<file path="src/rtl/spi_slave_pkg.sv">
`default_nettype none
// ============================================================================
// Module  : spi_slave_pkg
// Brief   : Opcodes, FSM state encoding and default status ID for spi_slave_regif.
// Revision: 1.0
// ============================================================================
package spi_slave_pkg;

    localparam logic [1:0] OP_NOP    = 2'b00;
    localparam logic [1:0] OP_WRREG  = 2'b01;
    localparam logic [1:0] OP_RDREG  = 2'b10;
    localparam logic [1:0] OP_RDDATA = 2'b11;

    localparam logic [7:0] STATUS_ID_DEF = 8'hA5;

    typedef enum logic [2:0] {
        ST_IDLE      = 3'd0,
        ST_CMD       = 3'd1,
        ST_WR_DATA   = 3'd2,
        ST_RD_REG    = 3'd3,
        ST_RD_STREAM = 3'd4,
        ST_DISCARD   = 3'd5
    } state_t;

endpackage
`default_nettype wire

</file>
<file path="src/rtl/spi_sync_edge.sv">
`default_nettype none
// ============================================================================
// Module  : spi_sync_edge
// Brief   : 2-FF synchroniser for an async pin with rise/fall pulse outputs.
// Revision: 1.0
// ============================================================================
module spi_sync_edge (
    input  logic clk,
    input  logic rst_n,
    input  logic din,
    output logic q,
    output logic rise,
    output logic fall
);

    logic r_meta;
    logic r_sync;
    logic r_prev;

    always_ff @(posedge clk or negedge rst_n) begin
        if (!rst_n) begin
            r_meta <= 1'b0;
            r_sync <= 1'b0;
            r_prev <= 1'b0;
        end else begin
            r_meta <= din;
            r_sync <= r_meta;
            r_prev <= r_sync;
        end
    end

    assign q    = r_sync;
    assign rise = r_sync & ~r_prev;
    assign fall = ~r_sync & r_prev;

endmodule
`default_nettype wire

</file>
<file path="src/rtl/spi_slave_regif.sv">
`default_nettype none
// ============================================================================
// Module  : spi_slave_regif
// Brief   : SPI mode-3 responder turning frames into register/stream accesses.
//           Define SPI_SLAVE_ERRCNT_EN to add the saturating err_cnt output.
// Revision: 1.0
// ============================================================================
module spi_slave_regif
    import spi_slave_pkg::*;
#(
    parameter int unsigned ADDR_W    = 6,
    parameter logic [7:0]  STATUS_ID = STATUS_ID_DEF
) (
    input  logic              clk,
    input  logic              rst_n,
    input  logic              spi_cs_n,
    input  logic              spi_sck,
    input  logic              spi_mosi,
    output logic              spi_miso,
    output logic              spi_miso_oe,
    output logic [ADDR_W-1:0] reg_addr,
    output logic [15:0]       reg_wdata,
    output logic              reg_wr_en,
    output logic              reg_rd_en,
    input  logic [15:0]       reg_rdata,
    input  logic [15:0]       rd_data,
    input  logic              rd_valid,
    output logic              rd_ready,
    output logic              busy
`ifdef SPI_SLAVE_ERRCNT_EN
    ,
    output logic [7:0]        err_cnt
`endif
);

    logic        w_cs_sync, w_cs_rise, w_cs_fall;
    logic        w_sck_lvl_unused, w_sck_rise, w_sck_fall;
    logic        r_mosi_meta, r_mosi_sync;
    logic        r_armed;
    state_t      r_state;
    logic [3:0]  r_bit_cnt;
    logic [14:0] r_rx_sr;
    logic [15:0] r_tx_sr;

    logic [15:0] w_rx_next;
    logic [1:0]  w_opcode;
    logic        w_frame_start;
    logic        w_word_done;
    logic        w_stream_load;

    spi_sync_edge u_cs_sync (
        .clk  (clk),
        .rst_n(rst_n),
        .din  (spi_cs_n),
        .q    (w_cs_sync),
        .rise (w_cs_rise),
        .fall (w_cs_fall)
    );

    spi_sync_edge u_sck_sync (
        .clk  (clk),
        .rst_n(rst_n),
        .din  (spi_sck),
        .q    (w_sck_lvl_unused),
        .rise (w_sck_rise),
        .fall (w_sck_fall)
    );

    always_ff @(posedge clk or negedge rst_n) begin
        if (!rst_n) begin
            r_mosi_meta <= 1'b0;
            r_mosi_sync <= 1'b0;
        end else begin
            r_mosi_meta <= spi_mosi;
            r_mosi_sync <= r_mosi_meta;
        end
    end

    assign w_rx_next     = {r_rx_sr, r_mosi_sync};
    assign w_opcode      = w_rx_next[15:14];
    assign w_frame_start = w_cs_fall & r_armed & ~w_cs_rise;
    assign w_word_done   = w_sck_rise & (r_state != ST_IDLE) & (r_bit_cnt == 4'd15) & ~w_cs_rise;
    assign w_stream_load = w_word_done &
                           (((r_state == ST_CMD) && (w_opcode == OP_RDDATA)) ||
                            (r_state == ST_RD_STREAM));
    assign spi_miso_oe   = r_armed & ~w_cs_sync;

    always_ff @(posedge clk or negedge rst_n) begin
        if (!rst_n) begin
            r_armed   <= 1'b0;
            r_state   <= ST_IDLE;
            r_bit_cnt <= 4'd0;
            r_rx_sr   <= '0;
            r_tx_sr   <= '0;
            spi_miso  <= 1'b0;
            reg_addr  <= '0;
            reg_wdata <= '0;
            reg_wr_en <= 1'b0;
            reg_rd_en <= 1'b0;
            rd_ready  <= 1'b0;
            busy      <= 1'b0;
        end else begin
            reg_wr_en <= 1'b0;
            reg_rd_en <= 1'b0;
            rd_ready  <= 1'b0;
            if (w_cs_sync) begin
                r_armed <= 1'b1;
            end

            if (w_cs_rise) begin
                r_state   <= ST_IDLE;
                busy      <= 1'b0;
                r_bit_cnt <= 4'd0;
                spi_miso  <= 1'b0;
            end else if (w_frame_start) begin
                r_state   <= ST_CMD;
                busy      <= 1'b1;
                r_bit_cnt <= 4'd0;
                r_tx_sr   <= {STATUS_ID, 7'b0, rd_valid};
            end else if (r_state != ST_IDLE) begin
                if (w_sck_fall) begin
                    spi_miso <= r_tx_sr[15];
                    r_tx_sr  <= {r_tx_sr[14:0], 1'b0};
                end
                if (w_sck_rise) begin
                    r_rx_sr   <= w_rx_next[14:0];
                    r_bit_cnt <= r_bit_cnt + 4'd1;
                end
                // Register read data arrives the clk after the strobe.
                if ((r_state == ST_RD_REG) && reg_rd_en) begin
                    r_tx_sr <= reg_rdata;
                end
                if (w_stream_load) begin
                    r_tx_sr  <= rd_valid ? rd_data : 16'h0000;
                    rd_ready <= rd_valid;
                end
                if (w_word_done) begin
                    case (r_state)
                        ST_CMD: begin
                            reg_addr <= w_rx_next[ADDR_W-1:0];
                            case (w_opcode)
                                OP_NOP:   r_state <= ST_DISCARD;
                                OP_WRREG: r_state <= ST_WR_DATA;
                                OP_RDREG: begin
                                    reg_rd_en <= 1'b1;
                                    r_state   <= ST_RD_REG;
                                end
                                default:  r_state <= ST_RD_STREAM;
                            endcase
                        end
                        ST_WR_DATA: begin
                            reg_wdata <= w_rx_next;
                            reg_wr_en <= 1'b1;
                            r_state   <= ST_DISCARD;
                        end
                        ST_RD_REG: begin
                            r_tx_sr <= 16'h0000;
                            r_state <= ST_DISCARD;
                        end
                        default: ;
                    endcase
                end
            end
        end
    end

`ifdef SPI_SLAVE_ERRCNT_EN
    // An underrun is charged when the master actually clocks out the zero word,
    // not when the speculative load after the final word finds the FIFO empty.
    logic r_underrun;
    logic w_err_inc;

    assign w_err_inc = (w_cs_rise && (r_state != ST_IDLE) && (r_bit_cnt != 4'd0)) ||
                       (w_stream_load && r_underrun);

    always_ff @(posedge clk or negedge rst_n) begin
        if (!rst_n) begin
            r_underrun <= 1'b0;
            err_cnt    <= 8'h00;
        end else begin
            if (w_cs_rise || w_frame_start) begin
                r_underrun <= 1'b0;
            end else if (w_stream_load) begin
                r_underrun <= ~rd_valid;
            end
            if (w_err_inc && (err_cnt != 8'hFF)) begin
                err_cnt <= err_cnt + 8'd1;
            end
        end
    end
`endif

endmodule
`default_nettype wire

</file>
<file path="config.mk">
export PLATFORM = sky130hd
export DESIGN_NAME = spi_slave_regif
export DESIGN_NICKNAME = d
export VERILOG_FILES = /design/src/rtl/spi_slave_pkg.sv /design/src/rtl/spi_sync_edge.sv /design/src/rtl/spi_slave_regif.sv
export SDC_FILE = /design/constraint.sdc
export NUM_CORES = 1
export LEC_CHECK = 0
export BUFFER_PORTS_ARGS = -buffer_cell sky130_fd_sc_hd__buf_2
export CORE_MARGIN = 2
export CORE_UTILIZATION = 40
export DETAILED_ROUTE_END_ITERATION = 16
export GPL_TIMING_DRIVEN = 0
export MAX_ROUTING_LAYER = met4
export PLACE_DENSITY = 0.62
export SLEW_MARGIN = 20
export SYNTH_ARGS = -nofsm -noshare
export SYNTH_HDL_FRONTEND = slang
export SYNTH_HIERARCHICAL = 1
export SYNTH_SLANG_ARGS = --single-unit
</file>
<file path="constraint.sdc">
create_clock -name clk -period 5.59 [get_ports clk]
set_input_delay 0.559 -clock clk [delete_from_list [all_inputs] [get_ports clk]]
set_output_delay 0.559 -clock clk [all_outputs]
set_load 0.02 [all_outputs]
</file>
==> results by group <==
Layout
  • N_diodes: 0
  • Post-route core utilization: 49.8%
  • Most frequent cells in the layout: 74 x dfrtp_1, 71 x buf_2, 36 x mux2_2, 33 x nand2_1, 23 x o21ai_0
  • Layout cells sized above 1: 36.2%
  • Final non-filler cell total: 478
  • Finished Cell Area: 0.00409 mm2
  • Nets@finish: 410
  • Layout area overhead: 21.1%
  • Most common cell after layout, fill and taps aside: dfrtp_1
  • Layout fillers: 739

Floorplan
  • Die Wd: 96.0 um
  • Die Ht: 96.0 um
  • Die area: 0.00921 mm2
  • Initial cell density of the core: 41.2%
  • CORE AREA: 0.00822 mm2
  • Row cnt: 33
  • Boundary Pins: 66

Critical path
  • WP data required: 5.83 ns
  • Critical path class: reg2reg
  • CP delay by family, top: simple AND/OR/NAND/NOR gates
  • Slowest-stage cell, CP: nor4_4
  • Crit path DAT: 2.53 ns
  • Kind of start point of the critical path: flop
  • Worst-path fanout max: 10
  • Slowest stage delay, CP: 0.65 ns
  • Buf/Inv on CP: 1
  • CP cell instances: nor2b_1, nand4_2, nor4_4, buf_6, mux2_2
  • Setup crit end kind: flop

Global route
  • Total GRT Usage: 17.3%
  • Total gr overflow: 0
  • Initial antenna violation count: 0
  • First-pass GRT wire length: 11.8 mm
  • Largest net degree at the start of global routing: 46
  • Vias in the first global route: 2441

Synthesis
  • Syn Area/Cell: 11.6 um2
  • Top cells by area, synth: dfrtp_1 55%, mux2_2 12%, mux2i_1 5.3%, nand2_1 3.7%, o21ai_0 3.4%
  • Post-synth ARST share: 100%
  • Post-synthesis register bit count: 74
  • Sequential-to-total area share from yosys stat: 54.8%
  • Library cells used by synthesis: 36
  • Yosys warns: 6
  • Mapped cell area: 0.00338 mm2
  • Synth area leader: dfrtp_1
  • EDFF count, synth: 0
  • Synth top area share: 54.8%
  • Dominant synthesized flop cell: dfrtp_1
  • Net Count, Synth: 333
  • Syn Inst Count: 291

Detailed routing
  • Remaining DRCs: 0
  • Routed WL: 7.24 mm
  • Antenna Nets Post-Route: 0
  • Detailed Route Iter0 Violations: 130
  • Vias per cell: 5.22
  • Wire length per cell: 15.1 um
  • Drt first pass iters: 4
  • Via count: 2497

Clock network
  • # clock sinks: 74
  • CTS clock-pin slew for the worst setup and hold paths: 0.08 ns
  • PostCTS Resize Cnt: 0
  • Clk buf depth: 2
  • CTS tree: built
  • CTS hold repair buffers: 0
  • Clk_lat worst skew: 0.35 ns
  • CTS buffer count: 9
  • CTS Root Buffer Type: clkbuf_8
  • Htree depth: 3
  • Setup bufs post-CTS: 0

Placed design
  • GP Congestion: 0.790
  • Placed Cells: 462
  • Port Buffer Count: 65
  • Post-DP Area: 0.00387 mm2
  • Hpwl dp: 5.10 mm

Min path
  • Hold crit path type: in2async

Run status
  • Status: finished clean

Timing
  • Worst Tran Pin Value: 0.822 ns
  • Tmin final: 2.30 ns
  • Relative slew slack: 44.5%
  • Max Clk Rate: 435 MHz
  • Final setup violation count: 0
  • Hold Violations, Final: 0
  • Fin. max-slew vios: 0
  • RSZ-0062 raised after global routing: no
  • Hold slack: 0.142 ns
  • Final period util: 41.1%
  • Max Clock Skew: 0.0126 ns
  • Setup_tns: 0 ns

Power and ir drop
  • Leak: 2.07 nW
  • VDD IR-drop max: 0.000184 V
  • Power density over the cells: 292 mW/mm2

Run
  • Max Cap Viol: 0
cell usage after synthesis, drive strengths merged, types with 2 or more instances:
master / n
a21o: 2
xor2: 2
nor2: 12
o211ai: 13
and2b: 2
dfrtp: 74
clkbuf: 7
nand2: 33
ha: 4
nand3: 16
nand4b: 3
nor2b: 6
inv: 5
a221oi: 4
or3: 3
mux2: 36
buf: 10
o21ai: 23
mux2i: 18
a21oi: 5
layer usage:
layer	part of all wire (%)	up-vias	track usage [%]
li1	-	1195	-
met1	47	1203	23.3
met2	45	88	25.8
met3	6.4	11	2.82
met4	1.4	0	7.74
met5	0	-	-
sequential cells by signal, indices dropped and copies added, names as in the netlist:
name,cells
u_cs_sync/q,1
r_armed,1
spi_miso,1
reg_wdata,16
reg_rd_en,1
u_sck_sync/q,1
u_cs_sync/r_meta,1
r_mosi_meta,1
u_sck_sync/r_prev,1
busy,1
r_state,3
reg_wr_en,1
reg_addr,6
r_mosi_sync,1
u_cs_sync/r_prev,1
r_tx_sr,16
r_rx_sr,15
u_sck_sync/r_meta,1
r_bit_cnt,4
rd_ready,1
logic make-up (layout without fill, tap and decap cells):
kind of cell,Yosys count,count (layout),share of synthesized area (%)
AO/OA/AOI/OAI,52,52,9.77
XOR/XNOR,2,2,0.518
adder cells (fa/ha/maj),4,4,1.48
buffers and inverters,22,104,3.37
flip-flops,74,74,54.8
multiplexers,54,54,17.3
AND/OR/NAND/NOR,83,83,12.8
worst reg2reg max path: cells and delay by family (launching register included):
kind	cells	cell delay, ns
flops	1	0.35
buf+inv	1	0.24
mux	1	0.35
simple gates	3	1.25
stage by stage:
stage / worst slack, ns / power (mW)
finish: 3.29 / 1.20
global route: 3.16 / 1.25
CTS: 3.28 / 1.21
detailed placement: 3.29 / 0.743
global placement: 3.29 / 0.737
floorplan: 3.63 / 0.687
path summary, 6_finish.rpt:
path                                              from                        end  slack (ns)  cells past startpoint
hold reg to reg            u_sck_sync/r_meta$_DFF_PN0_     u_sck_sync/q$_DFF_PN0_        0.35                      0
hold / removal                                   rst_n      r_mosi_sync$_DFF_PN0_        0.14                      1
max in group asynchronous                        rst_n     r_state[1]$_DFFE_PN0P_        4.88                      2
setup / recovery                u_sck_sync/q$_DFF_PN0_  reg_wdata[10]$_DFFE_PN0P_        3.29                      5
min in group clk                              spi_mosi      r_mosi_meta$_DFF_PN0_        0.31                      1
setup reg to reg                u_sck_sync/q$_DFF_PN0_  reg_wdata[10]$_DFFE_PN0P_        3.29                      5
area by class of cell:
cell class              instances  area, um2  area share (%)
repair buffers                 66        355            8.68
inverters                       5       18.8           0.458
flip-flops and latches         74       1850            45.2
well taps                     105        131            3.21
clock inverters                 6       87.6            2.14
multi-input cells             195       1420            34.6
clock buffers                  10        138            3.36
plain buffers                  17       95.1            2.32
power by group:
group | internal [mW] | leakage (nW) | switching [mW]
clock | 0.264 | 0.117 | 0.200
sequential | 0.571 | 0.986 | 0.0305
combinational | 0.0609 | 0.964 | 0.0696
(Power assumes the default switching activity.)
